`src/rtl/fsm_sequence_monitor.sv`:
```
// Checks the state-code stream of the 4-state control FSM and counts completed loops.
// Optional idle watchdog in TRACK is compiled in with `define SEQ_MON_TIMEOUT_EN.
//
//  state | meaning
//  IDLE  | after reset/clear, nothing accepted yet
//  ALIGN | waiting for code 1 to resynchronise
//  TRACK | locked, checking every transition
module fsm_sequence_monitor #(
   parameter int CNT_W      = 8,
   parameter int ERR_W      = 4,
   parameter int ALLOW_HOLD = 0,
   parameter int TIMEOUT    = 16
) (
   input  logic             Clock,
   input  logic             Reset,
   input  logic             Valid,
   input  logic [2:0]       Code,
   input  logic             Clear,
   output logic             Locked,
   output logic             Error,
   output logic [ERR_W-1:0] ErrCount,
   output logic [CNT_W-1:0] LoopCount,
   output logic [CNT_W-1:0] LongLoops,
   output logic [CNT_W-1:0] ShortLoops,
   output logic [2:0]       LastCode,
   output logic             Timeout
);

   typedef enum logic [1:0] {IDLE = 2'd0, ALIGN = 2'd1, TRACK = 2'd2} state_t;

   if (TIMEOUT < 2) begin : g_bad_timeout
      $error("fsm_sequence_monitor: TIMEOUT must be at least 2");
   end

   state_t           state_q;
   logic [2:0]       prev_q;
   logic             saw3_q;
   logic             error_q;
   logic [ERR_W-1:0] err_cnt_q;
   logic [ERR_W-1:0] err_cnt_d;
   logic [CNT_W-1:0] loop_cnt_q;
   logic [CNT_W-1:0] long_cnt_q;
   logic [CNT_W-1:0] short_cnt_q;
   logic [2:0]       last_code_q;

   logic code_legal;
   logic step_ok;
   logic hold_ok;
   logic track_err;
   logic wd_fire;
   logic err_evt;

`ifdef SEQ_MON_TIMEOUT_EN
   localparam int WD_W = $clog2(TIMEOUT + 1);
   logic [WD_W-1:0] wd_q;
   logic            timeout_q;
`endif

   always_comb begin
      code_legal = (Code >= 3'd1) && (Code <= 3'd4);
      hold_ok    = (ALLOW_HOLD != 0) && (Code == prev_q);
      case ({prev_q, Code})
         {3'd1, 3'd2}, {3'd2, 3'd3}, {3'd2, 3'd4},
         {3'd3, 3'd4}, {3'd4, 3'd1}: step_ok = 1'b1;
         default:                    step_ok = 1'b0;
      endcase
      track_err = Valid && (state_q == TRACK) && code_legal && !step_ok && !hold_ok;
`ifdef SEQ_MON_TIMEOUT_EN
      wd_fire = !Valid && (state_q == TRACK) && (wd_q == WD_W'(TIMEOUT - 1));
`else
      wd_fire = 1'b0;
`endif
      err_evt   = (Valid && !code_legal) || track_err || wd_fire;
      err_cnt_d = (&err_cnt_q) ? err_cnt_q : err_cnt_q + 1'b1;
   end

   always_ff @(posedge Clock or posedge Reset) begin
      if (Reset) begin
         state_q     <= IDLE;
         prev_q      <= '0;
         saw3_q      <= 1'b0;
         error_q     <= 1'b0;
         err_cnt_q   <= '0;
         loop_cnt_q  <= '0;
         long_cnt_q  <= '0;
         short_cnt_q <= '0;
         last_code_q <= '0;
`ifdef SEQ_MON_TIMEOUT_EN
         wd_q        <= '0;
         timeout_q   <= 1'b0;
`endif
      end else if (Clear) begin
         state_q     <= IDLE;
         prev_q      <= '0;
         saw3_q      <= 1'b0;
         error_q     <= 1'b0;
         err_cnt_q   <= '0;
         loop_cnt_q  <= '0;
         long_cnt_q  <= '0;
         short_cnt_q <= '0;
         last_code_q <= '0;
`ifdef SEQ_MON_TIMEOUT_EN
         wd_q        <= '0;
         timeout_q   <= 1'b0;
`endif
      end else begin
         if (err_evt) begin
            error_q   <= 1'b1;
            err_cnt_q <= err_cnt_d;
         end
         if (Valid) begin
            last_code_q <= Code;
            if (!code_legal) begin
               if (state_q != IDLE) state_q <= ALIGN;
            end else begin
               case (state_q)
                  IDLE, ALIGN: begin
                     if (Code == 3'd1) begin
                        state_q <= TRACK;
                        prev_q  <= 3'd1;
                        saw3_q  <= 1'b0;
                     end else begin
                        state_q <= ALIGN;
                     end
                  end
                  TRACK: begin
                     if (step_ok) begin
                        prev_q <= Code;
                        if (Code == 3'd3) saw3_q <= 1'b1;
                        // 4->1 closes a loop; classify by whether code 3 was seen
                        if (prev_q == 3'd4) begin
                           loop_cnt_q <= loop_cnt_q + 1'b1;
                           if (saw3_q) long_cnt_q  <= long_cnt_q + 1'b1;
                           else        short_cnt_q <= short_cnt_q + 1'b1;
                           saw3_q <= 1'b0;
                        end
                     end else if (track_err) begin
                        state_q <= ALIGN;
                     end
                  end
                  default: state_q <= IDLE;
               endcase
            end
         end
`ifdef SEQ_MON_TIMEOUT_EN
         if ((state_q == TRACK) && !Valid) begin
            if (wd_fire) begin
               timeout_q <= 1'b1;
               state_q   <= ALIGN;
               wd_q      <= '0;
            end else begin
               wd_q <= wd_q + 1'b1;
            end
         end else begin
            wd_q <= '0;
         end
`endif
      end
   end

   assign Locked     = (state_q == TRACK);
   assign Error      = error_q;
   assign ErrCount   = err_cnt_q;
   assign LoopCount  = loop_cnt_q;
   assign LongLoops  = long_cnt_q;
   assign ShortLoops = short_cnt_q;
   assign LastCode   = last_code_q;
`ifdef SEQ_MON_TIMEOUT_EN
   assign Timeout    = timeout_q;
`else
   assign Timeout    = 1'b0;
`endif

endmodule

```
`config.mk`:
```
export PLATFORM = sky130hd
export DESIGN_NAME = fsm_sequence_monitor
export DESIGN_NICKNAME = d
export VERILOG_FILES = /design/src/rtl/fsm_sequence_monitor.sv
export SDC_FILE = /design/constraint.sdc
export NUM_CORES = 1
export LEC_CHECK = 0
export CAP_MARGIN = 20
export CORE_AREA = 2 2 66 75
export DETAILED_ROUTE_END_ITERATION = 16
export DIE_AREA = 0 0 68 77
export DONT_BUFFER_PORTS = 1
export PLACE_DENSITY_LB_ADDON = 0.3
export RECOVER_POWER = 100
export SLEW_MARGIN = 20
export SYNTH_ARGS = -nofsm -noshare
export SYNTH_HDL_FRONTEND = slang
export SYNTH_SLANG_ARGS = --single-unit
```
`constraint.sdc`:
```
create_clock -name Clock -period 2.2 [get_ports Clock]
set_clock_uncertainty 0.2 [all_clocks]
set_input_delay 0.22 -clock Clock [delete_from_list [all_inputs] [get_ports Clock]]
set_output_delay 0.22 -clock Clock [all_outputs]
set_load 0.005 [all_outputs]
```
Word-level counts from Yosys, hierarchy flattened
Index checks and enable logic that the tools add are counted.
{"block": "classes", "n_addsub": 4, "n_mux": 50, "reduce_logical": 29, "magnitude_cmp": 2, "eq_ne": 17}
{"cell": "8-bit 2-to-1 mux", "count": 20}
{"cell": "8-bit by 1-bit adder with 8-bit output, second input constant", "count": 3}
{"cell": "3-bit 2-to-1 mux", "count": 7}
{"cell": "6-bit by 5-bit == test with 1-bit output, second input constant", "count": 3}
{"cell": "6-bit AND reduction", "count": 3}
{"cell": "2-bit nonzero test", "count": 8}
{"cell": "2-bit 2-to-1 mux", "count": 7}
{"cell": "4-bit 2-to-1 mux", "count": 3}
{"cell": "1-bit 2-to-1 mux", "count": 10}
{"cell": "5-bit AND reduction", "count": 2}
{"cell": "4-bit AND reduction", "count": 2}
{"cell": "6-bit by 4-bit == test with 1-bit output, second input constant", "count": 1}
{"cell": "6-bit == test, second input constant", "count": 1}
{"cell": "3-bit one-hot mux with 2 select lines", "count": 1}
{"cell": "3-bit nonzero test", "count": 2}
{"cell": "1-bit logical AND", "count": 5}
{"cell": "5-bit OR reduction", "count": 1}
{"cell": "4-bit by 1-bit adder with 4-bit output, second input constant", "count": 1}
{"cell": "2-bit != test, second input constant", "count": 2}
{"cell": "4-bit by 2-bit != test with 1-bit output, second input constant", "count": 1}
{"cell": "4-bit by 3-bit != test with 1-bit output, second input constant", "count": 1}
{"cell": "4-bit != test, second input constant", "count": 1}
{"cell": "2-bit one-hot mux with 2 select lines", "count": 1}
{"cell": "3-bit by 1-bit == test with 1-bit output, second input constant", "count": 1}
{"cell": "14 further kinds", "count": 15}
{"block": "totals", "wordCells": 111, "in_bits": 7, "reg_bits": 38}

Logic depth before layout (Yosys ltp)
Gate-level depths: netlist of run 1.
{"block": "logic_depth", "word_depth": 11, "mapped_depth": 8, "depth_no_buf": 5}

Worst setup path after synthesis of run 1
Ideal clock, no wire load.
{"block": "synth_path", "path_kind": "register to register", "from": "reg prev_q[0]", "to": "reg short_cnt_q[6], in the netlist ShortLoops[6]", "t_required_ns": 1.922, "synth_period_minus_slack_ns": 2.424, "arrival_ns": 2.146, "setup_ns": 0.078, "n_path_buf": 1, "setup_slack_ns": -0.224, "stages_incl_launch_ff": 7, "path_cell_list": "dfrtp_1 -> or3b_1 -> buf_2 -> o32a_4 -> a2111oi_4 -> or3b_1 -> a21oi_1"}
{"block": "synth_via", "elab_chain_cells": 5}
{"item": "start, declared", "line": "36", "rtl": "logic [2:0] prev_q;"}
{"item": "start signal, assigned", "line": "128", "rtl": "prev_q <= Code;"}
{"item": "6-bit by 4-bit == test with 1-bit output (tied with other cells)", "line": "62", "rtl": "case ({prev_q, Code})"}
{"item": "5-bit OR reduction", "line": "62"}
{"item": "1-bit 2-to-1 mux", "line": "62"}
{"item": "2-bit nonzero test (no line)"}
{"item": "6-bit AND reduction (no line) (*)"}
{"item": "end signal, assigned", "line": "134", "rtl": "else short_cnt_q <= short_cnt_q + 1'b1;"}
{"item": "end, declared", "line": "43", "rtl": "logic [CNT_W-1:0] short_cnt_q;"}
Mark *: on every way between the ends. The rest lies on a longest branch, timed or not.
A chain may end at the register's enable or synchronous reset.

Final worst setup path of run 1
{"block": "layout_path", "from": "reg prev_q[1]", "to": "reg short_cnt_q[6], in the netlist ShortLoops[6]"}
The elaborated chain is that of the path after synthesis.

==> results of run 1 <==
-- worst max-delay path: stages, from the launching register on --
cell and delay [ns]:
dfrtp_1 0.38, or3b_4 0.44, o32a_4 0.35, a2111oi_4 0.31, or3b_1 0.39, a21oi_2 0.12
-- power by group --
part	internal (W)	total, W	switching [W]	leakage [nW]
clock network	0.000339	0.000579	0.000239	0.0524
logic	0.0000422	0.0000977	0.0000555	0.464
registers	0.000708	0.000718	0.0000100	0.526
-- metal layers --
| layer | track usage [%] | vias up |
|---|---|---|
| li1 | - | 895 |
| met1 | 25.5 | 926 |
| met2 | 34.7 | 38 |
| met3 | 6.16 | 4 |
| met4 | 6.20 | 0 |
| met5 | 0 | - |
-- cells by family after synthesis --
group,Yosys count,share of synthesized area [%]
and+or+nand+nor,83,20.7
AOI/OAI and AO/OA,62,20.8
DFF,38,43.7
buffers and inverters,22,4.20
xor gates and xnor gates,11,4.43
muxes,8,3.74
adders and majority gates,4,2.30
other,1,0.172
-- Yosys cell counts (all sizes together), types with 2 or more instances --
library cell	instances	area share (%)
a2111oi	2	1.7
a211oi	10	3.7
a21oi	19	4.4
and3	3	0.86
buf	5	1.3
clkbuf	10	1.7
dfrtp	38	44
ha	4	2.3
inv	7	1.2
mux2i	7	3.2
nand2	12	2.1
nand2b	5	1.4
nand3	3	0.69
nand4	7	2.0
nor2	22	3.8
nor2b	2	0.57
nor3	4	0.92
nor3b	2	0.69
nor4	4	1.1
o211ai	2	0.69
o21a	2	0.69
o21ai	10	2.3
o31ai	5	1.7
o32ai	2	1.2
or3	5	1.4
or3b	3	1.2
or4	6	2.1
xnor2	6	2.4
xor2	5	2.0
-- state kept, by name (all words and copies together), names as in the netlist --
register	count
ShortLoops	8
LongLoops	8
LoopCount	8
LastCode	3
saw3_q	1
Error	1
state_q	2
ErrCount	4
prev_q	3
-- repair_timing --
action,4_1_cts,5_1_grt
setup buffers,0,1
setup endpoints to repair,14,17
hold buffers,8,1
gates resized for setup,4,12
pin swaps,1,6
endpoints found under the hold margin,72,1
-- worst min path at each step --
| stage | from | end | depth (start not counted) | slack (ns) |
|---|---|---|---|---|
| floorplan | Code[1] | LastCode[1] | 2 | 0.18 |
| global placement | Reset | ErrCount[3] | 1 | -0.06 |
| detailed placement | Reset | ErrCount[2] | 1 | -0.06 |
| CTS | Clear | ShortLoops[2] | 2 | 0.005 |
| global route | Clear | LoopCount[4] | 2 | 0.01 |
| finish | Clear | LoopCount[4] | 2 | 0.008 |
-- metrics by stage --
step / instances / setup TNS (ns) / utilization [%]
after global placement: 293 / -0.451 / 53.2
final: 311 / -0.0399 / 59.0
after CTS: 309 / -0.0749 / 58.0
after detailed placement: 293 / -0.688 / 53.2
after global routing: 311 / -0.673 / 59.0
after floorplan: 229 / -0.453 / -
-- cell type report --
class                      instances  area (um2)  share of cell area, %
clock buffer                       7        76.3                   2.88
clock inverter                     1        30.0                   1.13
inverter                           7        26.3                  0.992
multi-input combinational        169        1220                   46.1
sequential                        38         951                   35.9
tap                               56        70.1                   2.64
timing repair buffer              33         274                   10.3
==> run_results.csv, run 1 <==
group,metric,value,unit
sta,grt_setup_unrepaired,"yes",
sta,slew_headroom,54.2,%
drt,drc,0,
cells_and_area,final_area,2650,um2
grt,grt_pass1_vias,1845,
clocking,cts_buffers,5,
worst_setup_path,path_max_fanout,6,
floorplan,start_util,48.5,%
clocking,cts_tree,"done",
grt,antenna_found_initial,0,
synth,synth-warning-count,0,
floorplan,fp.dieW,68,um
drt,wl_met1,2200,um
outcome,outcome,"complete, but fails checks",
clocking,h-tree-depth,2,
worst_setup_path,worstRegToRegCells,5,
synth,ys_seq_area_share,43.7,%
drt,wire_per_inst,16.9,um
synth,synth-edff-count,0,
cells_and_area,synthToLayoutAreaGrowth,21.8,%
drt,first_iter_violations,131,
sta,max_slew.worst_pin.slew,0.687,ns
worst_setup_path,startpoint_type,"flop",
worst_setup_path,worstPathArrival,2.26,ns
sta,slew_viol_final,0,
worst_setup_path,rrSetupSlack,-0.04,ns
drt,dr.pass1.iters,4,
drt,wl_met3,269,um
min_path,hold_path_class,"in2reg",
power_and_ir_drop,p_leak,1.04,nW
drt,ant_nets,0,
sta,fmax,446,MHz
place,place_area,2390,um2
outcome,failed_checks,"negative setup slack",
cells_and_area,final_common_cell,"dfrtp_1",
drt,via_per_inst,5.99,
sta,hold_viol_final,0,
power_and_ir_drop,p_total,0.00139,W
clocking,clockBufferDepth,2,
synth,syn_nets,240,
cells_and_area,nNetsFinal,265,
floorplan,coreArea,4490,um2
cells_and_area,layout-drive-gt1-share,19.2,%
clocking,cts_root_buf,"clkbuf_8",
cells_and_area,diodes,0,
cells_and_area,most-common-layout-cells,"dfrtp_1, nor2_1, a21oi_1",
synth,synth_ff_type,"dfrtp_1",
sta,setup_viol_count_final,1,
grt,grtUsageTotal,20.8,%
power_and_ir_drop,powerDensity,526,nW/um2
synth,yosysUniqueCellTypes,51,
place,portBuffers,0,
sta,whs,0.00795,ns
drt,dr_wl_met2,2740,um
clocking,cts.sinks,38,
clocking,path_clk_slew,0.08,ns
synth,synth_seq_cells,38,
drt,highest_layer,"met4",
worst_setup_path,required,2.22,ns
worst_setup_path,r2r-end,"ShortLoops[6]",
clocking,clock_latency,0.28,ns
floorplan,ios,41,
grt,grt_max_degree,38,
grt,grt_pass1_wl,8450,um
floorplan,num_rows,26,
synth,async_reset_ff_share,100,%
place,gp_congestion,0.867,
synth,syn_area_per_cell,9.50,um2
cells_and_area,fill_cells,387,
flow_run,drv_cap,0,
sta,fin_crit_sh,102,%
sta,period_needed,2.24,ns
sta,worst_slack,-0.0399,ns
drt,wirelength,5250,um
synth,syn_area,2180,um2
worst_setup_path,criticalPathCategory,"reg2reg",
floorplan,die_area,5240,um2
worst_setup_path,rr_startpoint,"prev_q[1]",
floorplan,die_y,77,um
worst_setup_path,crit_end,"ShortLoops[6]",
drt,num_vias,1863,
power_and_ir_drop,ir_worst_vdd,0.000440,V
worst_setup_path,cp-end-kind,"flop",
worst_setup_path,crit_start,"prev_q[1]",
grt,overflow,0,
place,pre_cts_ws,-0.0958,ns
synth,netlist_instances,229,
place,hpwl,3590,um
No activity file was read; power rests on OpenSTA's default activity.
==> inputs of run 2 (changes only) <==
--- a/config.mk
+++ b/config.mk
@@ -12,6 +12,7 @@
 export DONT_BUFFER_PORTS = 1
 export PLACE_DENSITY_LB_ADDON = 0.3
 export RECOVER_POWER = 100
+export SKIP_CTS_REPAIR_TIMING = 1
 export SLEW_MARGIN = 20
 export SYNTH_ARGS = -nofsm -noshare
 export SYNTH_HDL_FRONTEND = slang
==> run_results.csv, run 2 (same netlist as run 1, synthesis figures left out) <==
group,metric,value,unit
sta,setup_tns,-0.0595,ns
floorplan,start_util,48.5,%
grt,grt_pass1_wl,8270,um
sta,fin_crit_sh,102,%
clocking,path_clk_slew,0.08,ns
grt,grt_max_degree,41,
grt,grt_pass1_vias,1810,
sta,max_slew.worst_pin.slew,0.695,ns
clocking,cts_root_buf,"clkbuf_8",
power_and_ir_drop,powerDensity,524,nW/um2
worst_setup_path,crit_start,"prev_q[1]",
worst_setup_path,cp_cell_sequence,"or3b_4 -> o32a_4 -> a2111oi_4 -> or3b_1 -> a21oi_2",
worst_setup_path,crit_path_max_incr_delay,0.44,ns
sta,slew_headroom,53.7,%
min_path,hp-start,"Clear",
floorplan,die_y,77,um
drt,ant_nets,0,
floorplan,ios,41,
place,dpl.cell_count,293,
sta,slew_viol_final,0,
sta,grt_setup_unrepaired,"yes",
place,gp_congestion,0.867,
grt,grtUsageTotal,20.3,%
outcome,failed_checks,"negative hold slack, negative setup slack",
clocking,cts.sinks,38,
grt,antenna_found_initial,0,
outcome,outcome,"complete, but fails checks",
worst_setup_path,cp_slowest_cell,"or3b_4",
cells_and_area,final_common_cell,"dfrtp_1",
drt,wirelength,5160,um
power_and_ir_drop,p_leak,1.02,nW
clocking,cts_buffers,5,
cells_and_area,synthToLayoutAreaGrowth,20.5,%
floorplan,coreArea,4490,um2
worst_setup_path,criticalPathCategory,"reg2reg",
worst_setup_path,startpoint_type,"flop",
sta,period_needed,2.23,ns
sta,fmax,447,MHz
floorplan,fp.dieW,68,um
drt,wire_per_inst,16.8,um
cells_and_area,finish.utilization,58.4,%
cells_and_area,layout-drive-gt1-share,20.2,%
clocking,cts_tree,"done",
sta,whs,-0.211,ns
clocking,clockBufferDepth,2,
place,hpwl,3590,um
drt,first_iter_violations,92,
place,pre_cts_ws,-0.0958,ns
worst_setup_path,rr_startpoint,"prev_q[1]",
grt,overflow,0,
worst_setup_path,path_max_fanout,6,
clocking,clock_latency,0.29,ns
worst_setup_path,required,2.22,ns
cells_and_area,fill_cells,387,
worst_setup_path,worstPathArrival,2.26,ns
cells_and_area,diodes,0,
cells_and_area,stdcell_count,308,
clocking,h-tree-depth,2,
flow_run,drv_cap,0,
power_and_ir_drop,ir_worst_vdd,0.000442,V
min_path,hold_path_class,"in2reg",
drt,dr.pass1.iters,4,
drt,num_vias,1858,
sta,setup_viol_count_final,4,
floorplan,die_area,5240,um2
cells_and_area,most-common-layout-cells,"dfrtp_1, nor2_1, buf_4",
drt,drc,0,
sta,hold_viol_final,34,
worst_setup_path,cp-end-kind,"flop",
place,portBuffers,0,
cells_and_area,nNetsFinal,262,
drt,via_per_inst,6.03,
sta,worst_slack,-0.0349,ns
floorplan,num_rows,26,
-- run 2: per-stage QoR --
step,cell area [um2],power [W],hold WS [ns]
floorplan,2220,0.000799,0.177
global placement,2390,0.000802,-0.0606
detailed placement,2390,0.000804,-0.0615
CTS,2500,0.00137,-0.367
global route,2620,0.00142,-0.221
finish,2620,0.00137,-0.211
-- run 2: path summary, 6_finish.rpt --
kind	to	slack, ns	cells past startpoint
hold / removal	LongLoops[5]	-0.21	1
hold reg to reg	Error	0.37	1
min in group asynchronous	ErrCount[1]	0.17	2
setup / recovery	ShortLoops[6]	-0.03	5
max in group asynchronous	prev_q[1]	0.62	3
setup reg to reg	ShortLoops[6]	-0.03	5
-- run 2: layout make-up --
type,instances,area [um2],share of cell area (%)
clock inverters,1,30.0,1.15
inverters,7,26.3,1.00
flip-flops and latches,38,951,36.3
repair buffers,30,234,8.92
clock buffers,7,76.3,2.91
well taps,56,70.1,2.67
multi-input cells,169,1230,47.1
-- run 2: routing by layer --
metal	up-vias	routed length [um]	track usage, %
li1	888	-	-
met1	922	2210	25.0
met2	43	2670	34.0
met3	5	244	5.28
met4	0	40	6.00
met5	-	0	0
-- run 2: critical path, delay by kind of cell, from the launching register on --
kind            cells  cell delay, ns
flops               1            0.38
simple gates        2            0.83
compound gates      3            0.77
-- run 2: power breakdown --
part / switching, W / internal (W) / total [W]
registers: 0.0000102 / 0.000708 / 0.000718
clock network: 0.000239 / 0.000339 / 0.000578
logic: 0.0000420 / 0.0000362 / 0.0000782
total: 0.000291 / 0.00108 / 0.00137
